## src/rtl/keypad_scanner.sv

```systemverilog
// keypad_scanner: column-scans a 4x3 keypad, debounces whole-scan results and emits one
// strobe per clean press. Define KEYPAD_HASH_EN to give '#' its own is_hash_pressed strobe.
module keypad_scanner #(
    parameter int SCAN_DIV       = 4,
    parameter int DEBOUNCE_SCANS = 4,
    parameter int PULSE_CYCLES   = 2
) (
    input  logic       clk,
    input  logic       reset,
    input  logic [3:0] row_n,
    output logic [2:0] col_n,
    output logic [3:0] data,
    output logic       is_pressed,
    output logic       is_star_pressed,
    output logic       is_hash_pressed
);

    localparam int SLOT_W  = (SCAN_DIV > 1) ? $clog2(SCAN_DIV) : 1;
    localparam int MATCH_W = $clog2(DEBOUNCE_SCANS + 1);
    localparam int PCNT_W  = (PULSE_CYCLES > 1) ? $clog2(PULSE_CYCLES) : 1;
    localparam logic [SLOT_W-1:0]  SLOT_LAST  = SLOT_W'(SCAN_DIV - 1);
    localparam logic [MATCH_W-1:0] MATCH_FULL = MATCH_W'(DEBOUNCE_SCANS);
    localparam logic [PCNT_W-1:0]  PCNT_LAST  = PCNT_W'(PULSE_CYCLES - 1);
    localparam logic [3:0] KEY_NONE = 4'hF;
    localparam logic [3:0] KEY_STAR = 4'd9;
    localparam logic [3:0] KEY_HASH = 4'd11;
`ifdef KEYPAD_HASH_EN
    localparam logic HASH_EN = 1'b1;
`else
    localparam logic HASH_EN = 1'b0;
`endif

    typedef enum logic [1:0] {
        ST_IDLE    = 2'd0,
        ST_SETUP   = 2'd1,
        ST_PULSE   = 2'd2,
        ST_RELEASE = 2'd3
    } state_t;

    function automatic logic [1:0] hit_count(input logic [3:0] closed);
        logic [1:0] n;
        case (closed)
            4'b0000:                            n = 2'd0;
            4'b0001, 4'b0010, 4'b0100, 4'b1000: n = 2'd1;
            default:                            n = 2'd2;
        endcase
        return n;
    endfunction

    function automatic logic [1:0] hit_row(input logic [3:0] closed);
        logic [1:0] r;
        case (closed)
            4'b0010: r = 2'd1;
            4'b0100: r = 2'd2;
            4'b1000: r = 2'd3;
            default: r = 2'd0;
        endcase
        return r;
    endfunction

    function automatic logic [3:0] key_to_bcd(input logic [3:0] key);
        logic [3:0] bcd;
        case (key)
            4'd0, 4'd1, 4'd2, 4'd3, 4'd4, 4'd5, 4'd6, 4'd7, 4'd8: bcd = key + 4'd1;
            4'd10:   bcd = 4'd0;
            default: bcd = 4'd0;
        endcase
        return bcd;
    endfunction

    // Strobe bit order is {hash, star, digit}.
    function automatic logic [2:0] key_class(input logic [3:0] key);
        logic [2:0] cls;
        case (key)
            KEY_STAR: cls = 3'b010;
            KEY_HASH: cls = 3'b100;
            default:  cls = 3'b001;
        endcase
        return cls;
    endfunction

    logic [3:0]         sync1_q, sync1_d, sync2_q, sync2_d;
    logic [SLOT_W-1:0]  slot_q, slot_d;
    logic [1:0]         col_q, col_d;
    logic [2:0]         col_n_q, col_n_d;
    logic [1:0]         acc_cnt_q, acc_cnt_d;
    logic [3:0]         acc_key_q, acc_key_d;
    logic [3:0]         prev_q, prev_d;
    logic [MATCH_W-1:0] match_q, match_d;
    logic [3:0]         stable_q, stable_d;
    state_t             state_q, state_d;
    logic [PCNT_W-1:0]  pcnt_q, pcnt_d;
    logic [3:0]         data_q, data_d;
    logic [2:0]         cls_q, cls_d;
    logic [2:0]         strobe_q, strobe_d;

    logic       sample, scan_end;
    logic [1:0] slot_hits, base_cnt, tot_cnt;
    logic [3:0] key_id, base_key, new_key, scan_result;

    // Scan timing, per-slot contact accumulation and whole-scan debounce.
    always_comb begin
        sync1_d   = row_n;
        sync2_d   = sync1_q;
        sample    = (slot_q == SLOT_LAST);
        scan_end  = sample && (col_q == 2'd2);
        slot_hits = hit_count(~sync2_q);
        key_id    = ({2'b00, hit_row(~sync2_q)} * 4'd3) + {2'b00, col_q};
        base_cnt  = (col_q == 2'd0) ? 2'd0 : acc_cnt_q;
        base_key  = (col_q == 2'd0) ? KEY_NONE : acc_key_q;

        if (base_cnt == 2'd0) begin
            tot_cnt = slot_hits;
        end else if (slot_hits == 2'd0) begin
            tot_cnt = base_cnt;
        end else begin
            tot_cnt = 2'd2;
        end
        new_key     = (slot_hits == 2'd1) ? key_id : base_key;
        scan_result = (tot_cnt == 2'd1) ? new_key : KEY_NONE;

        if (sample) begin
            slot_d    = {SLOT_W{1'b0}};
            col_d     = (col_q == 2'd2) ? 2'd0 : col_q + 2'd1;
            acc_cnt_d = tot_cnt;
            acc_key_d = new_key;
        end else begin
            slot_d    = slot_q + SLOT_W'(1);
            col_d     = col_q;
            acc_cnt_d = acc_cnt_q;
            acc_key_d = acc_key_q;
        end
        col_n_d = ~(3'b001 << col_d);

        prev_d   = prev_q;
        match_d  = match_q;
        stable_d = stable_q;
        if (scan_end) begin
            prev_d = scan_result;
            if (scan_result == prev_q) begin
                match_d = (match_q == MATCH_FULL) ? match_q : match_q + MATCH_W'(1);
            end else begin
                match_d = MATCH_W'(1);
            end
            if (match_d == MATCH_FULL) begin
                stable_d = scan_result;
            end else begin
                stable_d = stable_q;
            end
        end else begin
            prev_d = prev_q;
        end
    end

    // Press FSM: data is loaded on entry to SETUP so it leads the strobe by a cycle.
    always_comb begin
        state_d  = state_q;
        data_d   = data_q;
        cls_d    = cls_q;
        pcnt_d   = pcnt_q;
        strobe_d = 3'b000;
        case (state_q)
            ST_IDLE: begin
                if (stable_q == KEY_NONE) begin
                    state_d = ST_IDLE;
                end else if ((stable_q == KEY_HASH) && !HASH_EN) begin
                    state_d = ST_RELEASE;
                end else begin
                    state_d = ST_SETUP;
                    cls_d   = key_class(stable_q);
                    if ((stable_q != KEY_STAR) && (stable_q != KEY_HASH)) begin
                        data_d = key_to_bcd(stable_q);
                    end else begin
                        data_d = data_q;
                    end
                end
            end
            ST_SETUP: begin
                state_d  = ST_PULSE;
                pcnt_d   = {PCNT_W{1'b0}};
                strobe_d = cls_q;
            end
            ST_PULSE: begin
                if (pcnt_q == PCNT_LAST) begin
                    state_d  = ST_RELEASE;
                    strobe_d = 3'b000;
                end else begin
                    pcnt_d   = pcnt_q + PCNT_W'(1);
                    strobe_d = strobe_q;
                end
            end
            ST_RELEASE: begin
                if (stable_q == KEY_NONE) begin
                    state_d = ST_IDLE;
                end else begin
                    state_d = ST_RELEASE;
                end
            end
            default: state_d = ST_IDLE;
        endcase
    end

    // State registers with asynchronous reset.
    always_ff @(posedge clk or posedge reset) begin
        if (reset) begin
            sync1_q   <= 4'h0;
            sync2_q   <= 4'h0;
            slot_q    <= {SLOT_W{1'b0}};
            col_q     <= 2'd0;
            col_n_q   <= 3'b110;
            acc_cnt_q <= 2'd0;
            acc_key_q <= KEY_NONE;
            prev_q    <= KEY_NONE;
            match_q   <= {MATCH_W{1'b0}};
            stable_q  <= KEY_NONE;
            state_q   <= ST_IDLE;
            pcnt_q    <= {PCNT_W{1'b0}};
            data_q    <= 4'h0;
            cls_q     <= 3'b000;
            strobe_q  <= 3'b000;
        end else begin
            sync1_q   <= sync1_d;
            sync2_q   <= sync2_d;
            slot_q    <= slot_d;
            col_q     <= col_d;
            col_n_q   <= col_n_d;
            acc_cnt_q <= acc_cnt_d;
            acc_key_q <= acc_key_d;
            prev_q    <= prev_d;
            match_q   <= match_d;
            stable_q  <= stable_d;
            state_q   <= state_d;
            pcnt_q    <= pcnt_d;
            data_q    <= data_d;
            cls_q     <= cls_d;
            strobe_q  <= strobe_d;
        end
    end

    assign col_n           = col_n_q;
    assign data            = data_q;
    assign is_pressed      = strobe_q[0];
    assign is_star_pressed = strobe_q[1];
`ifdef KEYPAD_HASH_EN
    assign is_hash_pressed = strobe_q[2];
`else
    assign is_hash_pressed = 1'b0;
`endif

endmodule
```

## config.mk

```make
export PLATFORM = sky130hd
export DESIGN_NAME = keypad_scanner
export DESIGN_NICKNAME = d
export VERILOG_FILES = /design/src/rtl/keypad_scanner.sv
export SDC_FILE = /design/constraint.sdc
export NUM_CORES = 1
export LEC_CHECK = 0
export BUFFER_PORTS_ARGS = -buffer_cell sky130_fd_sc_hd__buf_2
export CAP_MARGIN = 0
export CORE_MARGIN = 10
export CORE_UTILIZATION = 25
export CTS_CLUSTER_DIAMETER = 100
export DETAILED_ROUTE_END_ITERATION = 10
export PLACE_DENSITY = 0.5
export SYNTH_ARGS = -nofsm -noshare
export SYNTH_HDL_FRONTEND = slang
export SYNTH_SLANG_ARGS = --single-unit
```

## constraint.sdc

```tcl
create_clock -name clk -period 7.87 [get_ports clk]
set_clock_uncertainty 0.2 [all_clocks]
set_input_delay 1.574 -clock clk [delete_from_list [all_inputs] [get_ports clk]]
set_output_delay 1.574 -clock clk [all_outputs]
set_load 0.005 [all_outputs]
```

==> flow_results.xml, run 1 <==
<?xml version="1.0" encoding="UTF-8"?>
<metrics>
  <group name="clock_tree">
    <metric name="max-clock-path-buffers" unit="">2</metric>
    <metric name="quantity_of_gates_resized_following_cts" unit="">0</metric>
    <metric name="cts-root-buf" unit="">sky130_fd_sc_hd__clkbuf_8</metric>
    <metric name="cts_clock_pin_slew_for_the_worst_setup_and_hold_paths" unit="ps">90</metric>
    <metric name="tritoncts" unit="">done</metric>
    <metric name="htree_levels" unit="">2</metric>
    <metric name="cts_bufs_inserted" unit="">5</metric>
    <metric name="cts_num_sinks" unit="">43</metric>
    <metric name="cts_setup_buffers" unit="">0</metric>
    <metric name="cts.hold.buffers_added" unit="">0</metric>
    <metric name="clkLatencyLatePin" unit="ps">290</metric>
  </group>
  <group name="detailed_routing">
    <metric name="drt-vias-per-instance" unit="">4.434</metric>
    <metric name="drc" unit="">0</metric>
    <metric name="routed-via-count" unit="">1685</metric>
    <metric name="drtAntennaViolNets" unit="">0</metric>
    <metric name="postRouteWirelength" unit="um">4742</metric>
    <metric name="dr.pass1.iters" unit="">4</metric>
    <metric name="drt_iter0_markers" unit="">82</metric>
    <metric name="avgRoutedWirePerCell" unit="um">12.48</metric>
  </group>
  <group name="synth">
    <metric name="synthFlopType" unit="">sky130_fd_sc_hd__dfrtp_1</metric>
    <metric name="postSynthNetCount" unit="">254</metric>
    <metric name="asyncSetResetFlopFracSynth" unit="">1.000</metric>
    <metric name="synth_sequential_area_ratio" unit="">0.4480</metric>
    <metric name="netlist.top_cell.by_area" unit="">sky130_fd_sc_hd__dfrtp_1</metric>
    <metric name="synth_top_cell_area_share" unit="">0.2973</metric>
    <metric name="netlist_top_cells_count" unit="">29 x sky130_fd_sc_hd__dfrtp_1, 29 x sky130_fd_sc_hd__nand2_1, 15 x sky130_fd_sc_hd__ha_1, 14 x sky130_fd_sc_hd__a21oi_1, 14 x sky130_fd_sc_hd__dfstp_2</metric>
    <metric name="yosys_warnings" unit="">0</metric>
    <metric name="count_of_flip_flops_with_a_built_in_enable_after_synthesis" unit="">0</metric>
    <metric name="synthDistinctLibCells" unit="">59</metric>
    <metric name="mappedNetlistArea" unit="um^2">2441</metric>
    <metric name="ys_seq_elements" unit="">43</metric>
    <metric name="synth_cells" unit="">233</metric>
    <metric name="ys_top_cells_by_area" unit="">sky130_fd_sc_hd__dfrtp_1 30%, sky130_fd_sc_hd__dfstp_2 15%, sky130_fd_sc_hd__ha_1 7.7%</metric>
    <metric name="syn-mean-instance-area" unit="um^2">10.48</metric>
  </group>
  <group name="sta">
    <metric name="post-route-min-period" unit="ps">3802</metric>
    <metric name="final_hold_viol_count" unit="">0</metric>
    <metric name="transition_at_the_pin_with_the_smallest_max_transition_slack" unit="ps">706.3</metric>
    <metric name="setup_viol" unit="">0</metric>
    <metric name="layout_worst_path_cycle_share" unit="">0.4831</metric>
    <metric name="timing_max_transition_violations_final" unit="">0</metric>
    <metric name="timing.fmax" unit="GHz">0.2630</metric>
    <metric name="timing.setup.tns" unit="ps">0</metric>
    <metric name="grt_setup_unrepaired" unit="">false</metric>
    <metric name="max_slew_margin" unit="">0.5292</metric>
  </group>
  <group name="grt">
    <metric name="groute.usage.overall" unit="">0.07113</metric>
    <metric name="groute.layer.met3.usage" unit="">0.01464</metric>
    <metric name="globalRoute.busiestLayer" unit="">met2</metric>
    <metric name="grt_antenna_before_repair" unit="">0</metric>
    <metric name="globalRouteMet1Util" unit="">0.09400</metric>
    <metric name="use_met2" unit="">0.1123</metric>
    <metric name="largest_net_degree_at_the_start_of_global_routing" unit="">44</metric>
    <metric name="grt_pass1_vias" unit="">1775</metric>
    <metric name="grt_remaining_overflow" unit="">0</metric>
    <metric name="grt_first_pass_wirelength" unit="um">8569</metric>
  </group>
  <group name="critical_path">
    <metric name="r2r_cells" unit="">14</metric>
    <metric name="rrSetupSlack" unit="ps">4070</metric>
    <metric name="critPathKind" unit="">register to register</metric>
    <metric name="r2r_end" unit="">stable_q[3]</metric>
    <metric name="critPathMaxFanout" unit="">11</metric>
    <metric name="critical_path.endpoint_type" unit="">register</metric>
    <metric name="timing.critical_path.required" unit="ps">7890</metric>
    <metric name="worst_ep_arrival_time" unit="ps">3820</metric>
    <metric name="element_type_at_the_critical_path_start" unit="">register</metric>
    <metric name="regToRegStartpoint" unit="">sync2_q[2]</metric>
  </group>
  <group name="floorplan">
    <metric name="die-width" unit="um">118.8</metric>
    <metric name="die_h" unit="um">118.8</metric>
    <metric name="num_io_pins" unit="">16</metric>
    <metric name="core-area" unit="um^2">9639</metric>
    <metric name="die_area" unit="um^2">14120</metric>
    <metric name="floorplan.initialDensity" unit="">0.2532</metric>
    <metric name="number_of_placement_rows" unit="">36</metric>
  </group>
  <group name="layout">
    <metric name="finalInstanceArea" unit="um^2">2753</metric>
    <metric name="num_antenna_cells" unit="">0</metric>
    <metric name="design.final.nets" unit="">267</metric>
    <metric name="post_route_cells_drive_above_1_share" unit="">0.2227</metric>
    <metric name="synthToLayoutAreaGrowth" unit="%">12.76</metric>
  </group>
  <group name="job">
    <metric name="timing.max_cap.violations" unit="">0</metric>
  </group>
  <group name="status">
    <metric name="outcome" unit="">finished, final reports clean</metric>
  </group>
  <group name="pwr">
    <metric name="cell_internal_pwr" unit="uW">448.7</metric>
    <metric name="sw_frac_of_total" unit="">0.2913</metric>
    <metric name="power.sequential.fraction" unit="">0.443</metric>
    <metric name="share_comb_of_total_power" unit="">0.236</metric>
    <metric name="power_density" unit="nW/um^2">230.0</metric>
    <metric name="power.net_switching" unit="uW">184.4</metric>
    <metric name="share_clk_of_total_power" unit="">0.322</metric>
    <metric name="max-vdd-ir-drop" unit="mV">0.1149</metric>
    <metric name="p_leak" unit="uW">0.001224</metric>
  </group>
  <group name="min_path">
    <metric name="min_from" unit="">sync1_q[3]</metric>
    <metric name="timing.hold.worst.class" unit="">register to register</metric>
    <metric name="worst_hold_path.endpoint" unit="">sync2_q[3]</metric>
    <metric name="hold-path-cell-count" unit="">0</metric>
  </group>
  <group name="placement">
    <metric name="dp_hpwl" unit="um">3478</metric>
    <metric name="detailed_place.area" unit="um^2">2620</metric>
    <metric name="portBuffers" unit="">14</metric>
    <metric name="gp_routability_congestion" unit="">0.7980</metric>
  </group>
</metrics>
## placed cells by master, fill, tap and decap left out, types with 4 or more instances in the layout
cell / instances
sky130_fd_sc_hd__a21o_1: 6
sky130_fd_sc_hd__a21oi_1: 14
sky130_fd_sc_hd__buf_2: 14
sky130_fd_sc_hd__clkbuf_8: 5
sky130_fd_sc_hd__dfrtp_1: 29
sky130_fd_sc_hd__dfstp_2: 14
sky130_fd_sc_hd__ha_1: 15
sky130_fd_sc_hd__inv_1: 12
sky130_fd_sc_hd__mux2_2: 6
sky130_fd_sc_hd__mux2i_1: 4
sky130_fd_sc_hd__nand2_1: 29
sky130_fd_sc_hd__nand2b_1: 8
sky130_fd_sc_hd__nand3_1: 4
sky130_fd_sc_hd__nor2_1: 11
sky130_fd_sc_hd__o21ai_0: 12
## through the flow
| step | cells | hold WS (ps) | setup slack, ps | total power (uW) | utilization |
|---|---|---|---|---|---|
| final | 380 | 154.6 | 4068 | 633.1 | 0.2856 |
| after global routing | 380 | 160.6 | 3690 | 681.3 | 0.2856 |
| after CTS | 380 | 155.4 | 4024 | 643.4 | 0.2856 |
| after detailed placement | 372 | 134.7 | 4046 | 435.4 | 0.2718 |
| after global placement | 372 | 133.8 | 4205 | 433.3 | 0.2718 |
| after floorplan | 233 | 131.2 | 4404 | 403.0 | - |
## registers in the layout (all words and copies together) (netlist names)
register   cells
acc_cnt_q      2
acc_key_q      4
cls_q          2
col_n          3
col_q          2
data           4
match_q        3
pcnt_q         1
prev_q         4
slot_q         2
stable_q       4
state_q        2
strobe_q       2
sync1_q        4
sync2_q        4
## final cells by class
| type | count | area [um^2] |
|---|---|---|
| clock buffers | 6 | 72.57 |
| clock inverters | 2 | 60.06 |
| fillers | 1040 | 6887 |
| inverters | 13 | 48.80 |
| multi-input cells | 168 | 1234 |
| flip-flops and latches | 43 | 1094 |
| well taps | 133 | 166.4 |
| repair buffers | 15 | 77.57 |
## cell families after synthesis
group	share of synthesized area
adders and majority gates	0.07688
and+or+nand+nor	0.1712
other	0.001536
xor gates and xnor gates	0.01743
muxes	0.05894
DFF	0.4480
buffers and inverters	0.04664
AOI/OAI and AO/OA	0.1794
## layer usage
metal | part of all wire | wire [um]
met2 | 0.47 | 2209
met5 | 0 | 0
met1 | 0.50 | 2367
met4 | 0.010 | 48
met3 | 0.025 | 117
## power groups by stage
stage / Combinational [uW] / Sequential (uW) / Clock [uW]
2_1_floorplan: 131 / 272 / 0
3_3_place_gp: 149 / 284 / 0
3_5_place_dp: 152 / 284 / 0
4_1_cts: 152 / 281 / 211
5_1_grt: 176 / 285 / 220
6_report: 149 / 280 / 204
## worst max-delay path by stage
stage                from           to  slack [ps]  cells past startpoint
4_1_cts        sync2_q[2]  stable_q[3]        4020                     14
2_1_floorplan  sync2_q[2]  stable_q[2]        4400                     15
6_report       sync2_q[2]  stable_q[3]        4070                     14
3_3_place_gp   sync2_q[2]  stable_q[3]        4200                     14
5_1_grt        sync2_q[2]  stable_q[2]        3690                     14
3_5_place_dp   sync2_q[2]  stable_q[3]        4050                     14
## critical path: stages, from the launching register on
cell,delay (ps)
sky130_fd_sc_hd__dfrtp_1,590
sky130_fd_sc_hd__xor2_1,170
sky130_fd_sc_hd__and3_1,160
sky130_fd_sc_hd__ha_1,180
sky130_fd_sc_hd__and4bb_1,240
sky130_fd_sc_hd__a21o_1,150
sky130_fd_sc_hd__a22o_1,180
sky130_fd_sc_hd__ha_1,190
sky130_fd_sc_hd__inv_1,50
sky130_fd_sc_hd__o311a_1,230
sky130_fd_sc_hd__a21oi_1,100
sky130_fd_sc_hd__a2111oi_2,340
sky130_fd_sc_hd__a211oi_2,140
sky130_fd_sc_hd__nor4b_4,440
sky130_fd_sc_hd__mux2_1,370
Note: power is estimated with default switching activity, not from simulation.
==> run 2: changes to the inputs <==
- ABC_AREA: not set -> 1
- PLACE_DENSITY: 0.5 -> 0.51
- clock period: 7.87 -> 3.2 ns (I/O delays scaled with it)
==> flow_results.xml, run 2 <==
<?xml version="1.0" encoding="UTF-8"?>
<metrics>
  <group name="status">
    <metric name="outcome" unit="">finished, final reports clean</metric>
  </group>
  <group name="critical_path">
    <metric name="slowest_stage" unit="">sky130_fd_sc_hd__dfrtp_1</metric>
    <metric name="critical_path.endpoint_type" unit="">register</metric>
    <metric name="r2r_end" unit="">stable_q[3]</metric>
    <metric name="r2r_cells" unit="">21</metric>
    <metric name="path_cells" unit="">inv_1 &gt; nand4_1 &gt; a21boi_2 &gt; ha_2 &gt; inv_1 &gt; nand2_1 &gt; nand2_1 &gt; o21a_1 &gt; ha_1 &gt; inv_1 &gt; nand2_1 &gt; nand2_2 &gt; nand2_2 &gt; nand2_1 &gt; nand2_2 &gt; nor2_4 &gt; nand3_2 &gt; nor2_4 &gt; nand2_2 &gt; nand2_1 &gt; nand2_1</metric>
    <metric name="path_common_cell" unit="">sky130_fd_sc_hd__nand2_1</metric>
    <metric name="element_type_at_the_critical_path_start" unit="">register</metric>
    <metric name="critical_path_buf_inv_count" unit="">3</metric>
    <metric name="timing.critical_path.required" unit="ps">3220</metric>
    <metric name="critPathMaxFanout" unit="">5</metric>
    <metric name="cp_top_family" unit="">simple AND/OR/NAND/NOR gates</metric>
    <metric name="worst_ep_arrival_time" unit="ps">2950</metric>
    <metric name="regToRegStartpoint" unit="">sync2_q[1]</metric>
    <metric name="worst_path_largest_cell_delay" unit="ps">410</metric>
    <metric name="critPathKind" unit="">register to register</metric>
    <metric name="rrSetupSlack" unit="ps">270</metric>
    <metric name="timing.critical_path.depth" unit="">21</metric>
    <metric name="worst_setup_path_startpoint" unit="">sync2_q[1]</metric>
  </group>
  <group name="detailed_routing">
    <metric name="dr.pass1.iters" unit="">4</metric>
    <metric name="postRouteWirelength" unit="um">3982</metric>
    <metric name="avgRoutedWirePerCell" unit="um">10.37</metric>
    <metric name="drc" unit="">0</metric>
    <metric name="drt_iter0_markers" unit="">84</metric>
    <metric name="routed-via-count" unit="">1609</metric>
    <metric name="drtAntennaViolNets" unit="">0</metric>
    <metric name="drt-vias-per-instance" unit="">4.190</metric>
  </group>
  <group name="grt">
    <metric name="grt_antenna_before_repair" unit="">0</metric>
    <metric name="grt_first_pass_wirelength" unit="um">7334</metric>
    <metric name="groute.usage.overall" unit="">0.06773</metric>
    <metric name="largest_net_degree_at_the_start_of_global_routing" unit="">26</metric>
    <metric name="groute.layer.met3.usage" unit="">0.02096</metric>
    <metric name="globalRoute.busiestLayer" unit="">met2</metric>
    <metric name="use_met2" unit="">0.1110</metric>
    <metric name="grt_pass1_vias" unit="">1628</metric>
    <metric name="globalRouteMet1Util" unit="">0.07959</metric>
    <metric name="grt_remaining_overflow" unit="">0</metric>
  </group>
  <group name="pwr">
    <metric name="p_leak" unit="uW">0.001306</metric>
    <metric name="power_density" unit="nW/um^2">560.9</metric>
    <metric name="max-vdd-ir-drop" unit="mV">0.1991</metric>
    <metric name="share_comb_of_total_power" unit="">0.256</metric>
    <metric name="sw_frac_of_total" unit="">0.3264</metric>
    <metric name="power.net_switching" unit="uW">468.0</metric>
    <metric name="power.sequential.fraction" unit="">0.476</metric>
    <metric name="share_clk_of_total_power" unit="">0.268</metric>
    <metric name="cell_internal_pwr" unit="uW">965.7</metric>
  </group>
  <group name="sta">
    <metric name="final_hold_viol_count" unit="">0</metric>
    <metric name="layout_worst_path_cycle_share" unit="">0.9148</metric>
    <metric name="transition_at_the_pin_with_the_smallest_max_transition_slack" unit="ps">859.6</metric>
    <metric name="fin_ws" unit="ps">272.8</metric>
    <metric name="setup_viol" unit="">0</metric>
    <metric name="timing_max_transition_violations_final" unit="">0</metric>
    <metric name="timing.fmax" unit="GHz">0.3416</metric>
    <metric name="timing.setup.tns" unit="ps">0</metric>
    <metric name="post-route-min-period" unit="ps">2927</metric>
    <metric name="grt_setup_unrepaired" unit="">false</metric>
    <metric name="max_slew_margin" unit="">0.4234</metric>
  </group>
  <group name="min_path">
    <metric name="min_from" unit="">sync1_q[1]</metric>
    <metric name="hold-path-cell-count" unit="">0</metric>
    <metric name="worst_hold_path.endpoint" unit="">sync2_q[1]</metric>
    <metric name="timing.hold.worst.class" unit="">register to register</metric>
  </group>
  <group name="synth">
    <metric name="count_of_flip_flops_with_a_built_in_enable_after_synthesis" unit="">0</metric>
    <metric name="synthDistinctLibCells" unit="">31</metric>
    <metric name="synth_sequential_area_ratio" unit="">0.4891</metric>
    <metric name="ys_top_cells_by_area" unit="">sky130_fd_sc_hd__dfrtp_1 32%, sky130_fd_sc_hd__dfstp_2 16%, sky130_fd_sc_hd__nand2_1 11%</metric>
    <metric name="ys_seq_elements" unit="">43</metric>
    <metric name="asyncSetResetFlopFracSynth" unit="">1.000</metric>
    <metric name="mappedNetlistArea" unit="um^2">2236</metric>
    <metric name="yosys.cell_count.top_type" unit="">sky130_fd_sc_hd__nand2_1</metric>
    <metric name="synthFlopType" unit="">sky130_fd_sc_hd__dfrtp_1</metric>
    <metric name="yosys_warnings" unit="">0</metric>
    <metric name="netlist_top_cells_count" unit="">66 x sky130_fd_sc_hd__nand2_1, 37 x sky130_fd_sc_hd__inv_1, 29 x sky130_fd_sc_hd__dfrtp_1, 18 x sky130_fd_sc_hd__nand3_1, 17 x sky130_fd_sc_hd__o21ai_0</metric>
    <metric name="syn-mean-instance-area" unit="um^2">8.768</metric>
    <metric name="netlist.top_cell.by_area" unit="">sky130_fd_sc_hd__dfrtp_1</metric>
    <metric name="synth_cells" unit="">255</metric>
    <metric name="postSynthNetCount" unit="">276</metric>
    <metric name="synth_top_cell_area_share" unit="">0.3246</metric>
  </group>
  <group name="placement">
    <metric name="pre_cts_slack" unit="ps">249.4</metric>
    <metric name="gp_routability_congestion" unit="">0.7217</metric>
    <metric name="numPlacedInstances" unit="">376</metric>
    <metric name="dp_hpwl" unit="um">3065</metric>
    <metric name="portBuffers" unit="">14</metric>
  </group>
  <group name="layout">
    <metric name="post_route_cells_drive_above_1_share" unit="">0.2355</metric>
    <metric name="synthToLayoutAreaGrowth" unit="%">14.33</metric>
    <metric name="num_antenna_cells" unit="">0</metric>
    <metric name="fill_cells" unit="">907</metric>
    <metric name="final_common_cell" unit="">sky130_fd_sc_hd__nand2_1</metric>
    <metric name="final-instance-count-excl-fill" unit="">384</metric>
    <metric name="layout.cells.most_common_list" unit="">64 x sky130_fd_sc_hd__nand2_1, 36 x sky130_fd_sc_hd__inv_1, 29 x sky130_fd_sc_hd__dfrtp_1, 18 x sky130_fd_sc_hd__nand3_1, 17 x sky130_fd_sc_hd__o21ai_0</metric>
    <metric name="design.final.nets" unit="">296</metric>
  </group>
  <group name="clock_tree">
    <metric name="tritoncts" unit="">done</metric>
    <metric name="cts-root-buf" unit="">sky130_fd_sc_hd__clkbuf_8</metric>
    <metric name="max-clock-path-buffers" unit="">2</metric>
    <metric name="clkLatencyLatePin" unit="ps">290</metric>
    <metric name="cts_num_sinks" unit="">43</metric>
    <metric name="cts_clock_pin_slew_for_the_worst_setup_and_hold_paths" unit="ps">80</metric>
    <metric name="cts_bufs_inserted" unit="">5</metric>
    <metric name="htree_levels" unit="">2</metric>
    <metric name="cts.hold.buffers_added" unit="">0</metric>
  </group>
  <group name="floorplan">
    <metric name="floorplan.initialDensity" unit="">0.2564</metric>
    <metric name="number_of_placement_rows" unit="">34</metric>
    <metric name="die_area" unit="um^2">13130</metric>
    <metric name="die-width" unit="um">114.6</metric>
    <metric name="die_h" unit="um">114.6</metric>
    <metric name="core-area" unit="um^2">8721</metric>
    <metric name="num_io_pins" unit="">16</metric>
  </group>
  <group name="job">
    <metric name="timing.max_cap.violations" unit="">0</metric>
  </group>
</metrics>
==> run 2: cell count changes in the layout (fill, tap and decap cells not counted), moves of 6 or more <==
cell,before,now
sky130_fd_sc_hd__inv_1,12,36
sky130_fd_sc_hd__nand2_2,0,10
sky130_fd_sc_hd__nand2_1,29,64
sky130_fd_sc_hd__a21o_1,6,0
sky130_fd_sc_hd__nand2b_1,8,0
sky130_fd_sc_hd__nand3_1,4,18
sky130_fd_sc_hd__a21oi_1,14,3
sky130_fd_sc_hd__mux2_2,6,0
==> run 2: power groups by stage <==
stage | logic [uW] | registers (uW) | clock network [uW]
4_1_cts | 375 | 684 | 405
5_1_grt | 445 | 695 | 428
3_5_place_dp | 372 | 694 | 0
3_3_place_gp | 366 | 693 | 0
6_report | 367 | 682 | 385
2_1_floorplan | 305 | 679 | 0
==> run 2: area by class of cell <==
class                           count  area, um^2  share of cell area
Timing Repair Buffer               16       85.08             0.03328
Sequential cell                    43        1094              0.4278
Inverter                           37       138.9             0.05433
Tap cell                          108       135.1             0.05286
Multi-Input combinational cell    172       999.7              0.3911
Clock inverter                      1       7.507            0.002937
Clock buffer                        7       96.34             0.03769
==> run 2: stage by stage <==
step | hold WS [ps] | power [uW] | instance area (um^2) | utilization
floorplan | 131.2 | 983.7 | 2236 | -
global placement | 133.8 | 1059 | 2441 | 0.2799
detailed placement | 139.3 | 1066 | 2441 | 0.2799
CTS | 159.9 | 1465 | 2545 | 0.2918
global route | 165.8 | 1568 | 2556 | 0.2931
finish | 154.7 | 1434 | 2556 | 0.2931
==> run 2: logic make-up after synthesis <==
group                    after synthesis  synth area share
adder cells (fa/ha/maj)               15           0.08394
flip-flops                            43            0.4891
XOR/XNOR                               1          0.003918
buffers and inverters                 40           0.06883
other                                  1          0.001677
AND/OR/NAND/NOR                      123            0.2669
AO/OA/AOI/OAI                         32           0.08562
==> run 2: worst max-delay path by stage <==
stage                  endpoint  slack (ps)
floorplan           stable_q[0]         500
global placement    stable_q[0]         300
detailed placement  stable_q[3]         250
CTS                 stable_q[3]         230
global route        stable_q[2]          10
finish              stable_q[3]         270
==> run 2: layer usage <==
metal  vias up  part of all wire  wire length [um]
met4         0             0.018                70
met2        19              0.47              1881
li1        841                 -                 -
met3         6             0.046               182
met1       743              0.46              1848
met5         -                 0                 0
==> run 2: repair_timing <==
action,CTS,global route
setup endpoints to repair,0,4
gates resized for setup,0,5
setup buffers,0,0
==> run 2: worst register-to-register path, cell delays in order (launching register included) <==
cell and delay [ps]:
sky130_fd_sc_hd__dfrtp_1 410, sky130_fd_sc_hd__inv_1 60, sky130_fd_sc_hd__nand4_1 200, sky130_fd_sc_hd__a21boi_2 210
sky130_fd_sc_hd__ha_2 190, sky130_fd_sc_hd__inv_1 40, sky130_fd_sc_hd__nand2_1 50, sky130_fd_sc_hd__nand2_1 80
sky130_fd_sc_hd__o21a_1 120, sky130_fd_sc_hd__ha_1 280, sky130_fd_sc_hd__inv_1 50, sky130_fd_sc_hd__nand2_1 50
sky130_fd_sc_hd__nand2_2 90, sky130_fd_sc_hd__nand2_2 70, sky130_fd_sc_hd__nand2_1 90, sky130_fd_sc_hd__nand2_2 60
sky130_fd_sc_hd__nor2_4 120, sky130_fd_sc_hd__nand3_2 120, sky130_fd_sc_hd__nor2_4 170, sky130_fd_sc_hd__nand2_2 90
sky130_fd_sc_hd__nand2_1 60, sky130_fd_sc_hd__nand2_1 50
